<file path="config.mk">
export PLATFORM = sky130hd
export DESIGN_NAME = seg_chaser_multi
export DESIGN_NICKNAME = d
export VERILOG_FILES = /design/src/rtl/seg_chaser_pkg.sv /design/src/rtl/seg_prescaler.sv /design/src/rtl/seg_chaser_multi.sv
export SDC_FILE = /design/constraint.sdc
export NUM_CORES = 1
export LEC_CHECK = 0
export CORE_MARGIN = 5
export CORE_UTILIZATION = 33
export CTS_BUF_LIST = sky130_fd_sc_hd__clkbuf_4
export DETAILED_ROUTE_END_ITERATION = 10
export PLACE_DENSITY_LB_ADDON = 0.2
export SLEW_MARGIN = 10
export SYNTH_ARGS = -nofsm -noshare
export SYNTH_HDL_FRONTEND = slang
export SYNTH_SLANG_ARGS = --single-unit
</file>
<file path="constraint.sdc">
create_clock -name clk -period 4.9 [get_ports clk]
set_clock_uncertainty 0.15 [all_clocks]
set_input_delay 0.49 -clock clk [delete_from_list [all_inputs] [get_ports clk]]
set_output_delay 0.49 -clock clk [all_outputs]
set_load 0.1 [all_outputs]
</file>
<file path="src/rtl/seg_chaser_pkg.sv">
// Shared encodings and ring-step helpers for the 7-segment chaser.
// Pure declarations: no state, no latency, no flow control.
package seg_chaser_pkg;

   typedef enum logic [1:0] {
      MODE_SPIN  = 2'b00,
      MODE_SNAKE = 2'b01,
      MODE_FILL  = 2'b10,
      MODE_BLINK = 2'b11
   } mode_t;

   typedef enum logic {
      PH_FILL  = 1'b0,
      PH_DRAIN = 1'b1
   } phase_t;

   localparam int SEG_A  = 0;
   localparam int SEG_B  = 1;
   localparam int SEG_C  = 2;
   localparam int SEG_D  = 3;
   localparam int SEG_E  = 4;
   localparam int SEG_F  = 5;
   localparam int SEG_G  = 6;
   localparam int SEG_DP = 7;

   // Logical (active-high) blank frame; output polarity is applied at the pins.
   localparam logic [7:0] SEG_OFF = 8'h00;

   function automatic logic [2:0] ring_inc(input logic [2:0] p, input int n);
      return (p == 3'(n - 1)) ? 3'd0 : p + 3'd1;
   endfunction

   function automatic logic [2:0] ring_dec(input logic [2:0] p, input int n);
      return (p == 3'd0) ? 3'(n - 1) : p - 3'd1;
   endfunction

endpackage

</file>
<file path="src/rtl/seg_prescaler.sv">
// Rate prescaler: tick is combinational while counter >= limit, paused or cleared -> no tick.
// Free-running, no backpressure; clear restarts the period from zero.
module seg_prescaler #(
   parameter int COUNTER_WIDTH = 24,
   parameter int SPEED_BITS    = 3
) (
   input  logic                  clk,
   input  logic                  reset,
   input  logic [SPEED_BITS-1:0] speed,
   input  logic                  pause,
   input  logic                  clear,
   output logic                  tick
);

   logic [COUNTER_WIDTH-1:0] counter;
   logic [COUNTER_WIDTH-1:0] limit;
   logic                     at_limit;

   // Speed sits in the limit MSBs, inverted so a larger speed gives a shorter period.
   assign limit    = {~speed, {(COUNTER_WIDTH-SPEED_BITS){1'b1}}};
   assign at_limit = (counter >= limit);
   assign tick     = !clear && !pause && at_limit;

   always_ff @(posedge clk or posedge reset) begin
      if (reset) begin
         counter <= '0;
      end else if (clear) begin
         counter <= '0;
      end else if (!pause) begin
         counter <= at_limit ? '0 : counter + 1'b1;
      end
   end

endmodule

</file>
<file path="src/rtl/seg_chaser_multi.sv">
// 7-seg ring animator (SPIN/SNAKE/FILL/BLINK) with pause, step strobe and wrap dot.
// Inputs +1 reg; new frame and step appear together 2 cycles after a tick; no backpressure.
module seg_chaser_multi
   import seg_chaser_pkg::*;
#(
   parameter int COUNTER_WIDTH = 24,
   parameter int SPEED_BITS    = 3,
   parameter int NUM_POS       = 6,
   parameter bit ACTIVE_LOW    = 1'b1
) (
   input  logic                  clk,
   input  logic                  reset,
   input  logic [SPEED_BITS-1:0] speed,
   input  logic                  direction,
   input  logic [1:0]            mode,
   input  logic                  pause,
   output logic [7:0]            seg_out,
   output logic                  step
);

   localparam logic [7:0] POL      = ACTIVE_LOW ? 8'hFF : 8'h00;
   localparam logic [6:0] RING_ALL = 7'((1 << NUM_POS) - 1);

   logic [SPEED_BITS-1:0] speed_r;
   logic                  direction_r;
   logic                  pause_r;
   mode_t                 mode_r;
   mode_t                 mode_q;
   logic                  mode_chg;
   logic                  tick;
   logic                  tick_q;

   logic [2:0]            pos;
   logic [6:0]            mask;
   phase_t                phase;
   logic                  blink;
   logic                  dp;

   logic [2:0]            pos_nxt;
   logic [2:0]            trail;
   logic                  wrap;
   logic [6:0]            mask_upd;
   logic [6:0]            ring;
   logic [7:0]            pattern;

   always_ff @(posedge clk or posedge reset) begin
      if (reset) begin
         speed_r     <= '0;
         direction_r <= 1'b0;
         pause_r     <= 1'b0;
         mode_r      <= MODE_SPIN;
         mode_q      <= MODE_SPIN;
      end else begin
         speed_r     <= speed;
         direction_r <= direction;
         pause_r     <= pause;
         mode_r      <= mode_t'(mode);
         mode_q      <= mode_r;
      end
   end

   assign mode_chg = (mode_r != mode_q);

   seg_prescaler #(
      .COUNTER_WIDTH (COUNTER_WIDTH),
      .SPEED_BITS    (SPEED_BITS)
   ) u_prescaler (
      .clk   (clk),
      .reset (reset),
      .speed (speed_r),
      .pause (pause_r),
      .clear (mode_chg),
      .tick  (tick)
   );

   assign pos_nxt = direction_r ? ring_inc(pos, NUM_POS) : ring_dec(pos, NUM_POS);
   assign trail   = direction_r ? ring_dec(pos, NUM_POS) : ring_inc(pos, NUM_POS);
   assign wrap    = direction_r ? (pos == 3'(NUM_POS - 1)) : (pos == 3'd0);

   always_comb begin
      mask_upd      = mask;
      mask_upd[pos] = (phase == PH_FILL);
   end

   always_ff @(posedge clk or posedge reset) begin
      if (reset) begin
         pos   <= '0;
         mask  <= '0;
         phase <= PH_FILL;
         blink <= 1'b0;
         dp    <= 1'b0;
      end else if (mode_chg) begin
         pos   <= '0;
         mask  <= '0;
         phase <= PH_FILL;
         blink <= 1'b0;
         dp    <= 1'b0;
      end else if (tick) begin
         pos <= pos_nxt;
         dp  <= wrap;
         if (mode_q == MODE_FILL) begin
            mask <= mask_upd;
            if (phase == PH_FILL && mask_upd == RING_ALL) begin
               phase <= PH_DRAIN;
            end else if (phase == PH_DRAIN && mask_upd == 7'd0) begin
               phase <= PH_FILL;
            end
         end
         if (mode_q == MODE_BLINK) begin
            blink <= ~blink;
         end
      end
   end

   // Pattern follows mode_q so the cycle of a mode switch never shows new-mode/old-state.
   always_comb begin
      ring = '0;
      case (mode_q)
         MODE_SPIN:  ring[pos] = 1'b1;
         MODE_SNAKE: begin
            ring[pos]   = 1'b1;
            ring[trail] = 1'b1;
         end
         MODE_FILL:  ring = mask;
         MODE_BLINK: ring = blink ? RING_ALL : 7'd0;
         default:    ring = '0;
      endcase
      pattern              = SEG_OFF;
      pattern[SEG_G:SEG_A] = ring;
      pattern[SEG_DP]      = dp;
   end

   always_ff @(posedge clk or posedge reset) begin
      if (reset) begin
         seg_out <= SEG_OFF ^ POL;
         tick_q  <= 1'b0;
         step    <= 1'b0;
      end else begin
         seg_out <= pattern ^ POL;
         tick_q  <= tick;
         step    <= tick_q;
      end
   end

endmodule

</file>
# After elaboration in Yosys (flattened, before gate mapping)
# Index checks and enable logic that the tools add are counted.
# Widths: inputs -> output; s select.
[classes]
n_addsub = 3
magnitude_cmp = 5
eq_ne = 7
mux = 30
bitwise = 5
n_reduce_logical = 18
[op_table]
columns = ["operator", "count"]
rows = [
  ["$mux 24", 3],
  ["$pmux 7 s4", 1],
  ["$add 24x1->24 const B", 1],
  ["$ge 24x24->1", 1],
  ["$mux 7", 3],
  ["$mux 3", 6],
  ["$mux 1", 13],
  ["$lt 3x4->1 const B", 2],
  ["$not 8->8", 1],
  ["$bwmux 7", 1],
  ["$eq 7x6->1 const B", 1],
  ["$logic_not 7->1", 1],
  ["$or 7x7->7", 1],
  ["$demux 1 s3", 2],
  ["$ge 3x1->1 const B", 2],
  ["$logic_and 1x1->1", 6],
  ["$mux 6", 1],
  ["$reduce_bool 2->1", 3],
  ["$eq 2x2->1 const B", 2],
  ["$reduce_and 2->1", 2],
  ["$add 3x1->3 const B", 1],
  ["$eq 3x3->1 const B", 1],
  ["$logic_not 3->1", 1],
  ["$not 3->3", 1],
  ["9 further kinds", 11],
]
[word_totals]
reg_bits = 56
output_inout_bits = 9
elab_cells = 82

# Longest topological paths before layout
[depth]
ltp_word = 12
depth_mapped = 9
mapped_depth_nobuf = 7

# Cells and area by module
# A second synthesis with hierarchy kept.
[unflattened]
cells_unflattened = 376
area_unflattened_um2 = 3306.9
[by_module_without_submodules]
columns = ["mod", "instances", "cells_per_inst", "area_each_um2"]
rows = [
  ["seg_chaser_multi", 1, 200, 1773.0],
  ["seg_prescaler", 1, 176, 1534.0],
]

# Worst setup path after synthesis
# No wires, ideal clock.
[synth_path]
path_kind = "register to register"
startpoint = "reg u_prescaler.counter[0]"
endpoint = "reg mask[1]"
arrival_ps = 1989
required_time_ps = 4615
path_slack_ps = 2626
stages_incl_launch_ff = 10
cell_sequence = "dfrtp_1 ha_1 nand4_2 or4_4 buf_6 o21ai_2 nand3_2 buf_6 o211ai_2 o31ai_2"
[synth_between]
elab_chain_len = 4
[synth_lines]
columns = ["element", "line_no", "rtl"]
rows = [
  ["from (decl)", "seg_prescaler.sv:15", "logic [COUNTER_WIDTH-1:0] counter;"],
  ["from (signal assigned)", "seg_prescaler.sv:30", "counter <= at_limit ? '0 : counter + 1'b1;"],
  ["$ge 24x24->1", "seg_prescaler.sv:21", "assign at_limit = (counter >= limit);"],
  ["$logic_and 1x1->1", "seg_prescaler.sv:22", "assign tick = !clear && !pause && at_limit;"],
  ["$reduce_bool 2->1 (no line)", "--", ""],
  ["$reduce_and 2->1 (no line)", "--", ""],
  ["to (signal assigned)", "seg_chaser_multi.sv:102", "mask <= mask_upd;"],
  ["to (decl)", "seg_chaser_multi.sv:34", "logic [6:0] mask;"],
]
# No other way between the ends.
# A chain may end at the register's enable or synchronous reset.

# Worst setup path after layout
[layout_path]
startpoint = "reg u_prescaler.counter[0]"
endpoint = "reg u_prescaler.counter[18]"
[layout_between]
elab_chain_len = 4
elab_cells_between_ends = 5
cone_classes = "1 x add/sub; 1 x order compare; 3 x mux"
[layout_lines]
columns = ["element", "line_no", "rtl"]
rows = [
  ["$add 24x1->24 / $ge 24x24->1 (equally long branches)", "seg_prescaler.sv:30, seg_prescaler.sv:21", ""],
  ["$mux 24 (*)", "seg_prescaler.sv:30", ""],
  ["$mux 24 (*)", "seg_prescaler.sv:29", "end else if (!pause) begin"],
  ["$mux 24 (*)", "seg_prescaler.sv:27", "end else if (clear) begin"],
]
# Mark *: on every way between the ends. The rest lies on a longest branch, timed or not. The select of a mux whose other input is x is not followed.

==> impl_metrics.csv <==
group,metric,value,unit
status,result_of_the_run,"finished, final reports clean",
min_path,hp-class,"flop to flop",
clock_tree,postCtsSetupRepairBufs,0,
floorplan,die_x,106,um
timing,tns,0,ns
synthesis,cells_after_synth,325,
critical_path,worstSetupEndpoint,"u_prescaler.counter[18]$_DFFE_PP0P_",
routing,drtPass1Iterations,5,
routing,num_vias,2435,
routing,vias_per_cell,5.48,
critical_path,crit_path_start,"u_prescaler.counter[0]$_DFFE_PP0P_",
clock_tree,htree_num_levels,2,
critical_path,reg2reg_depth,7,
synthesis,cell_types_with_the_largest_area_share_after_synthesis,"sky130_fd_sc_hd__dfrtp_1 (39%), sky130_fd_sc_hd__dfstp_2 (6.9%), sky130_fd_sc_hd__o21ai_0 (5.4%)",
timing,worst-slew-pin-transition,0.976,ns
run,drv.max_cap_violation_count,0,
synthesis,synth.avg_cell_area,9.44,um^2
clock_tree,clock_insertion_delay_worst_skew,0.41,ns
synthesis,seq_area_frac_synth,46.0,%
timing,max_freq,359,MHz
routing,wirelength,6800,um
timing,final.min_clock_period,2.78,ns
clock_tree,post_cts_resize_count,0,
timing,finalSetupViolCount,0,
grt,antenna_found_initial,0,
clock_tree,tritoncts_clock_tree,"done",
floorplan,row_count,35,
synthesis,mappedNetlistNets,339,
critical_path,cp_data_required_time,5.03,ns
synthesis,synth-async-reset-ratio,100,%
grt,grt_first_pass_wirelength,11600,um
grt,grt_pass1_vias,2326,
clock_tree,clk_pin_slew_worst_paths,0.20,ns
critical_path,reg2reg_slack,2.12,ns
floorplan,coreArea,9150,um^2
floorplan,start_util,33.5,%
critical_path,crit_reg_reg_startpoint,"u_prescaler.counter[0]$_DFFE_PP0P_",
synthesis,netlist.area_leader.share,39.2,%
critical_path,start_kind,"flop",
synthesis,synthesis.area,3070,um^2
critical_path,start_to_end_type_of_the_worst_setup_path,"flop to flop",
synthesis,synth.ff_latch_count,56,
clock_tree,tritoncts_num_sinks,56,
synthesis,synth_largest_area_cell,"sky130_fd_sc_hd__dfrtp_1",
routing,wl_per_cell,15.3,um
cells_and_area,area_delta_synth_final,8.85,%
synthesis,synth_flop_cell,"sky130_fd_sc_hd__dfrtp_1",
placed_design,finalWeightedCongestion,0.785,
timing,slew-limit-headroom,34.7,%
routing,first_iter_violations,125,
synthesis,number_of_synthesized_flops_with_an_enable_pin,0,
clock_tree,inserted_clock_buffers,5,
placed_design,io_buffers,17,
timing,period_share,56.8,%
clock_tree,clk_root_buffer_cell,"sky130_fd_sc_hd__clkbuf_4",
cells_and_area,diodes,0,
critical_path,crit-reg2reg-capture,"u_prescaler.counter[18]$_DFFE_PP0P_",
critical_path,timing.critical_path.to_type,"flop",
cells_and_area,nFillCells,923,
power,vdd.ir_drop.worst,0.0000983,V
cells_and_area,nets,346,
clock_tree,holdBufCountCts,0,
power,p_leak,1.30,nW
timing,hold_violations,0,
power,total_power,0.766,mW
placed_design,place_inst,436,
grt,gr_util_all_layers,12.6,%
critical_path,worst_ep_arrival_time,2.92,ns
synthesis,netlist-cell-type-count,57,
cells_and_area,finalNonFillerCells,444,
routing,antenna_violating_nets_post_route,0,
synthesis,ys.warnings.count,0,
grt,grt_start_max_net_pins,30,
cells_and_area,mostFrequentLayoutCells,"sky130_fd_sc_hd__dfrtp_1 (48), sky130_fd_sc_hd__o21ai_0 (33), sky130_fd_sc_hd__nand2_1 (33)",
grt,global_route_total_overflow,0,
cells_and_area,layout_commonest_cell,"sky130_fd_sc_hd__dfrtp_1",
floorplan,io_pins,18,
cells_and_area,post_route_cells_drive_above_1_share,11.1,%
power,power-per-cell-area,230,nW/um^2
timing,timing.final.max_slew_violations,0,
cells_and_area,layout.area.seq,1410,um^2
floorplan,die_area,11300,um^2
timing,grt_setup_unrepaired,"false",
clock_tree,ctsLongestPathBuffers,2,
routing,detail_route.drc_violations,0,
floorplan,die_y,106,um
cells_and_area,multi_input_comb_area,1520,um^2
placed_design,dp_hpwl,4670,um
critical_path,timing.critical_path.fanout_max,21,
[final cells by class]
type | count | share of cell area, %
Tap cell | 111 | 4.16
Clock inverter | 3 | 0.824
Inverter | 6 | 0.674
Multi-Input combinational cell | 244 | 45.4
Clock buffer | 5 | 1.12
Sequential cell | 56 | 42.3
Timing Repair Buffer | 19 | 5.55
[registers in the layout, indices dropped and copies added, names as in the netlist, 2 cells and up]
signal,count
u_prescaler.counter,24
mask,7
speed_r,3
pos,3
mode_r,2
mode_q,2
seg_out,8
[cell usage after synthesis, types with 3 or more instances]
library cell,instances
sky130_fd_sc_hd__dfrtp_1,48
sky130_fd_sc_hd__mux2i_1,8
sky130_fd_sc_hd__nand3_1,18
sky130_fd_sc_hd__nor2b_1,7
sky130_fd_sc_hd__o21ai_1,9
sky130_fd_sc_hd__xor2_1,4
sky130_fd_sc_hd__inv_1,6
sky130_fd_sc_hd__o31ai_1,8
sky130_fd_sc_hd__dfstp_2,8
sky130_fd_sc_hd__clkbuf_1,7
sky130_fd_sc_hd__buf_2,3
sky130_fd_sc_hd__buf_4,3
sky130_fd_sc_hd__nor4_1,3
sky130_fd_sc_hd__or4_1,3
sky130_fd_sc_hd__nor2_1,20
sky130_fd_sc_hd__or3_1,3
sky130_fd_sc_hd__o21ai_0,33
sky130_fd_sc_hd__and3_1,7
sky130_fd_sc_hd__and2_1,3
sky130_fd_sc_hd__ha_1,5
sky130_fd_sc_hd__nand4_1,9
sky130_fd_sc_hd__a21oi_1,14
sky130_fd_sc_hd__buf_6,4
sky130_fd_sc_hd__a221oi_1,3
sky130_fd_sc_hd__nand2_1,33
sky130_fd_sc_hd__a31oi_1,16
[layer usage]
metal | global-route usage, % | part of all wire [%] | up-vias
li1 | - | - | 1208
met1 | 17.3 | 50 | 1174
met2 | 19.6 | 45 | 49
met3 | 2.85 | 4.4 | 4
met4 | 4.29 | 1.0 | 0
met5 | 0 | 0 | -
[worst min path at each step]
stage	from	end	cells after the start
floorplan	tick_q$_DFF_PP0_	step$_DFF_PP0_	0
global placement	tick_q$_DFF_PP0_	step$_DFF_PP0_	0
detailed placement	tick_q$_DFF_PP0_	step$_DFF_PP0_	0
CTS	tick_q$_DFF_PP0_	step$_DFF_PP0_	0
global route	tick_q$_DFF_PP0_	step$_DFF_PP0_	0
finish	tick_q$_DFF_PP0_	step$_DFF_PP0_	0
[power by group]
| group | internal (mW) | leakage, nW | switching, mW | total, mW |
|---|---|---|---|---|
| clock network | 0.0606 | 0.0333 | 0.166 | 0.227 |
| logic | 0.0184 | 0.534 | 0.0439 | 0.0623 |
| registers | 0.469 | 0.734 | 0.00810 | 0.477 |
[per-stage QoR]
| stage | utilization (%) | hold WS, ns | area [um^2] | setup slack (ns) |
|---|---|---|---|---|
| 3_5_place_dp | 35.8 | 0.188 | 3270 | 2.15 |
| 5_1_grt | 36.5 | 0.244 | 3340 | 1.88 |
| 4_1_cts | 36.5 | 0.225 | 3340 | 2.09 |
| 2_1_floorplan | - | 0.181 | 3070 | 2.63 |
| 3_3_place_gp | 35.8 | 0.189 | 3270 | 2.20 |
| 6_report | 36.5 | 0.221 | 3340 | 2.12 |
[cells by family (layout without fill, tap and decap cells)]
kind of cell | count (synthesis) | after routing | synth area share [%]
AO/OA/AOI/OAI | 100 | 100 | 20.8
XOR/XNOR | 5 | 5 | 1.43
adder cells (fa/ha/maj) | 5 | 5 | 2.04
buffers and inverters | 25 | 33 | 4.57
flip-flops | 56 | 56 | 46.0
multiplexers | 10 | 10 | 3.34
AND/OR/NAND/NOR | 124 | 124 | 21.9
[worst max-delay path, cell delays in order, from the launching register on]
cell and delay, ns:
sky130_fd_sc_hd__dfrtp_1 0.44, sky130_fd_sc_hd__ha_1 0.22, sky130_fd_sc_hd__nand4_2 0.16, sky130_fd_sc_hd__or4_4 0.57, sky130_fd_sc_hd__o211ai_2 0.73, sky130_fd_sc_hd__o21ai_0 0.20, sky130_fd_sc_hd__nand2_1 0.10, sky130_fd_sc_hd__o21ai_0 0.08
Power figures use the tool's default switching activity.
==> patch: new RTL, same flow settings <==
`SPEED_BITS` is set to 3 in 2 places; all go to 5.
--- a/src/rtl/seg_prescaler.sv
+++ b/src/rtl/seg_prescaler.sv
@@ -2,7 +2,7 @@
 // Free-running, no backpressure; clear restarts the period from zero.
 module seg_prescaler #(
    parameter int COUNTER_WIDTH = 24,
-   parameter int SPEED_BITS    = 3
+   parameter int SPEED_BITS    = 5
 ) (
    input  logic                  clk,
    input  logic                  reset,
--- a/src/rtl/seg_chaser_multi.sv
+++ b/src/rtl/seg_chaser_multi.sv
@@ -4,7 +4,7 @@
    import seg_chaser_pkg::*;
 #(
    parameter int COUNTER_WIDTH = 24,
-   parameter int SPEED_BITS    = 3,
+   parameter int SPEED_BITS    = 5,
    parameter int NUM_POS       = 6,
    parameter bit ACTIVE_LOW    = 1'b1
 ) (
Ports: changed (resized speed); port bits go from 18 to 20. No check against the original RTL was run, so the function may have changed too.
==> patch against the original RTL <==
  * Count of clock-buffer cells in the layout up 6
  * Total power up 13%
  * Synthesized area up 4.6%
  * First-iteration DRC count down 12%
  * Core utilization up 0.84 points
  * Routed wire length up 11%
  * Critical path depth unchanged
  * Cell area up 7.8%
  * Non-clock buffer count up 1
  * Sequential cell count up 2
  * Die area up 4.1%
  * Fmax down 5.5%
  * Combinational power up 26%
  * Worst setup slack worse by 0.16 ns
  * Largest power group unchanged
==> patch: results (changes against the original RTL) <==
Clock network:
- The clock slew at the register clock pins of the worst setup and hold paths is 0.11 ns (-0.09 ns).
- The total clock buffers created by CTS was 9 (+4).
- The level count of the clock H-tree is 3 (+1).

Cells and area:
- The clock distribution area overhead in the final layout was 2.921% (+0.97 points).
- The number of fill cells in the layout is 1005 (+8.9%).
- The sequential fraction of total cell area is 40.61% (-1.7 points).
- The net total in the final layout was 389 (+12%).
- The clock buffer count in the final layout is 11 (+6).
- The post-layout utilization of the core is 37.33% (+0.84 points).
- The number of signal-net inverters in the final layout was 10 (+4).

GRT:
- The number of global-route vias before repair was 2597 (+12%).
- The global routing met1 resource utilization is 20.45% (+3.2 points).
- The wire length of the first global-routing pass came to 13190 um (+14%).
- The met2 demand-to-capacity share in global routing is 20.26% (+0.66 points).

Logic synthesis:
- The net count of the mapped netlist is 376 (+11%).
- The instance count of the mapped netlist is 358 (+10%).
- The area share of fa/ha/maj cells after synthesis is 2.730% (+0.69 points).
- The sequential area share after synthesis is 45.55% (-0.45 points).
- The xor/xnor cell area share of the yosys netlist is 2.184% (+0.76 points).

Route:
- The met3 layer wire length in the routed design is 366 um (+21%).
- The routed wire length is 7559 um (+11%).

Place:
- The placed instance area is 3493 um2 (+6.7%).
- The cell total after placement came to 493 (+13%).
- The number of buffers inserted by port buffering is 19 (+2).
- The placed wire-length estimate after detailed placement came to 5178 um (+11%).

Setup path:
- The maximum fanout along the worst path came to 15 (-29%).
- The worst stage delay on the critical path is 0.53 ns (-0.20 ns).
- Among all stages on the critical path, the largest delay is contributed by sky130_fd_sc_hd__and2_1.
- In this run the critical register-to-register path is captured at u_prescaler.counter[12]$_DFFE_PP0P_.
- The data arrival time at the worst-slack endpoint is 3.12 ns (+0.20 ns).

Run status:
- The flow ran to the end, and the final reports show no timing, DRC or antenna violations.

STA:
- The smallest hold slack is 0.2145 ns (-0.006104 ns).
patch: how the worst max path moves through the flow:
stage | startpoint | to | slack, ns | cells past startpoint
global placement | u_prescaler.counter[22]$_DFFE_PP0P_ | u_prescaler.counter[12]$_DFFE_PP0P_ | 1.94 | 7
CTS | u_prescaler.counter[22]$_DFFE_PP0P_ | u_prescaler.counter[12]$_DFFE_PP0P_ | 1.95 | 7
detailed placement | u_prescaler.counter[22]$_DFFE_PP0P_ | u_prescaler.counter[12]$_DFFE_PP0P_ | 1.96 | 7
floorplan | u_prescaler.counter[22]$_DFFE_PP0P_ | u_prescaler.counter[6]$_DFFE_PP0P_ | 2.52 | 9
global route | u_prescaler.counter[0]$_DFFE_PP0P_ | u_prescaler.counter[23]$_DFFE_PP0P_ | 1.74 | 7
finish | u_prescaler.counter[22]$_DFFE_PP0P_ | u_prescaler.counter[12]$_DFFE_PP0P_ | 1.96 | 7
patch: report_power, final:
group          internal (uW)  switching (uW)
combinational           22.8            55.4
sequential               488            9.15
clock                    110             183
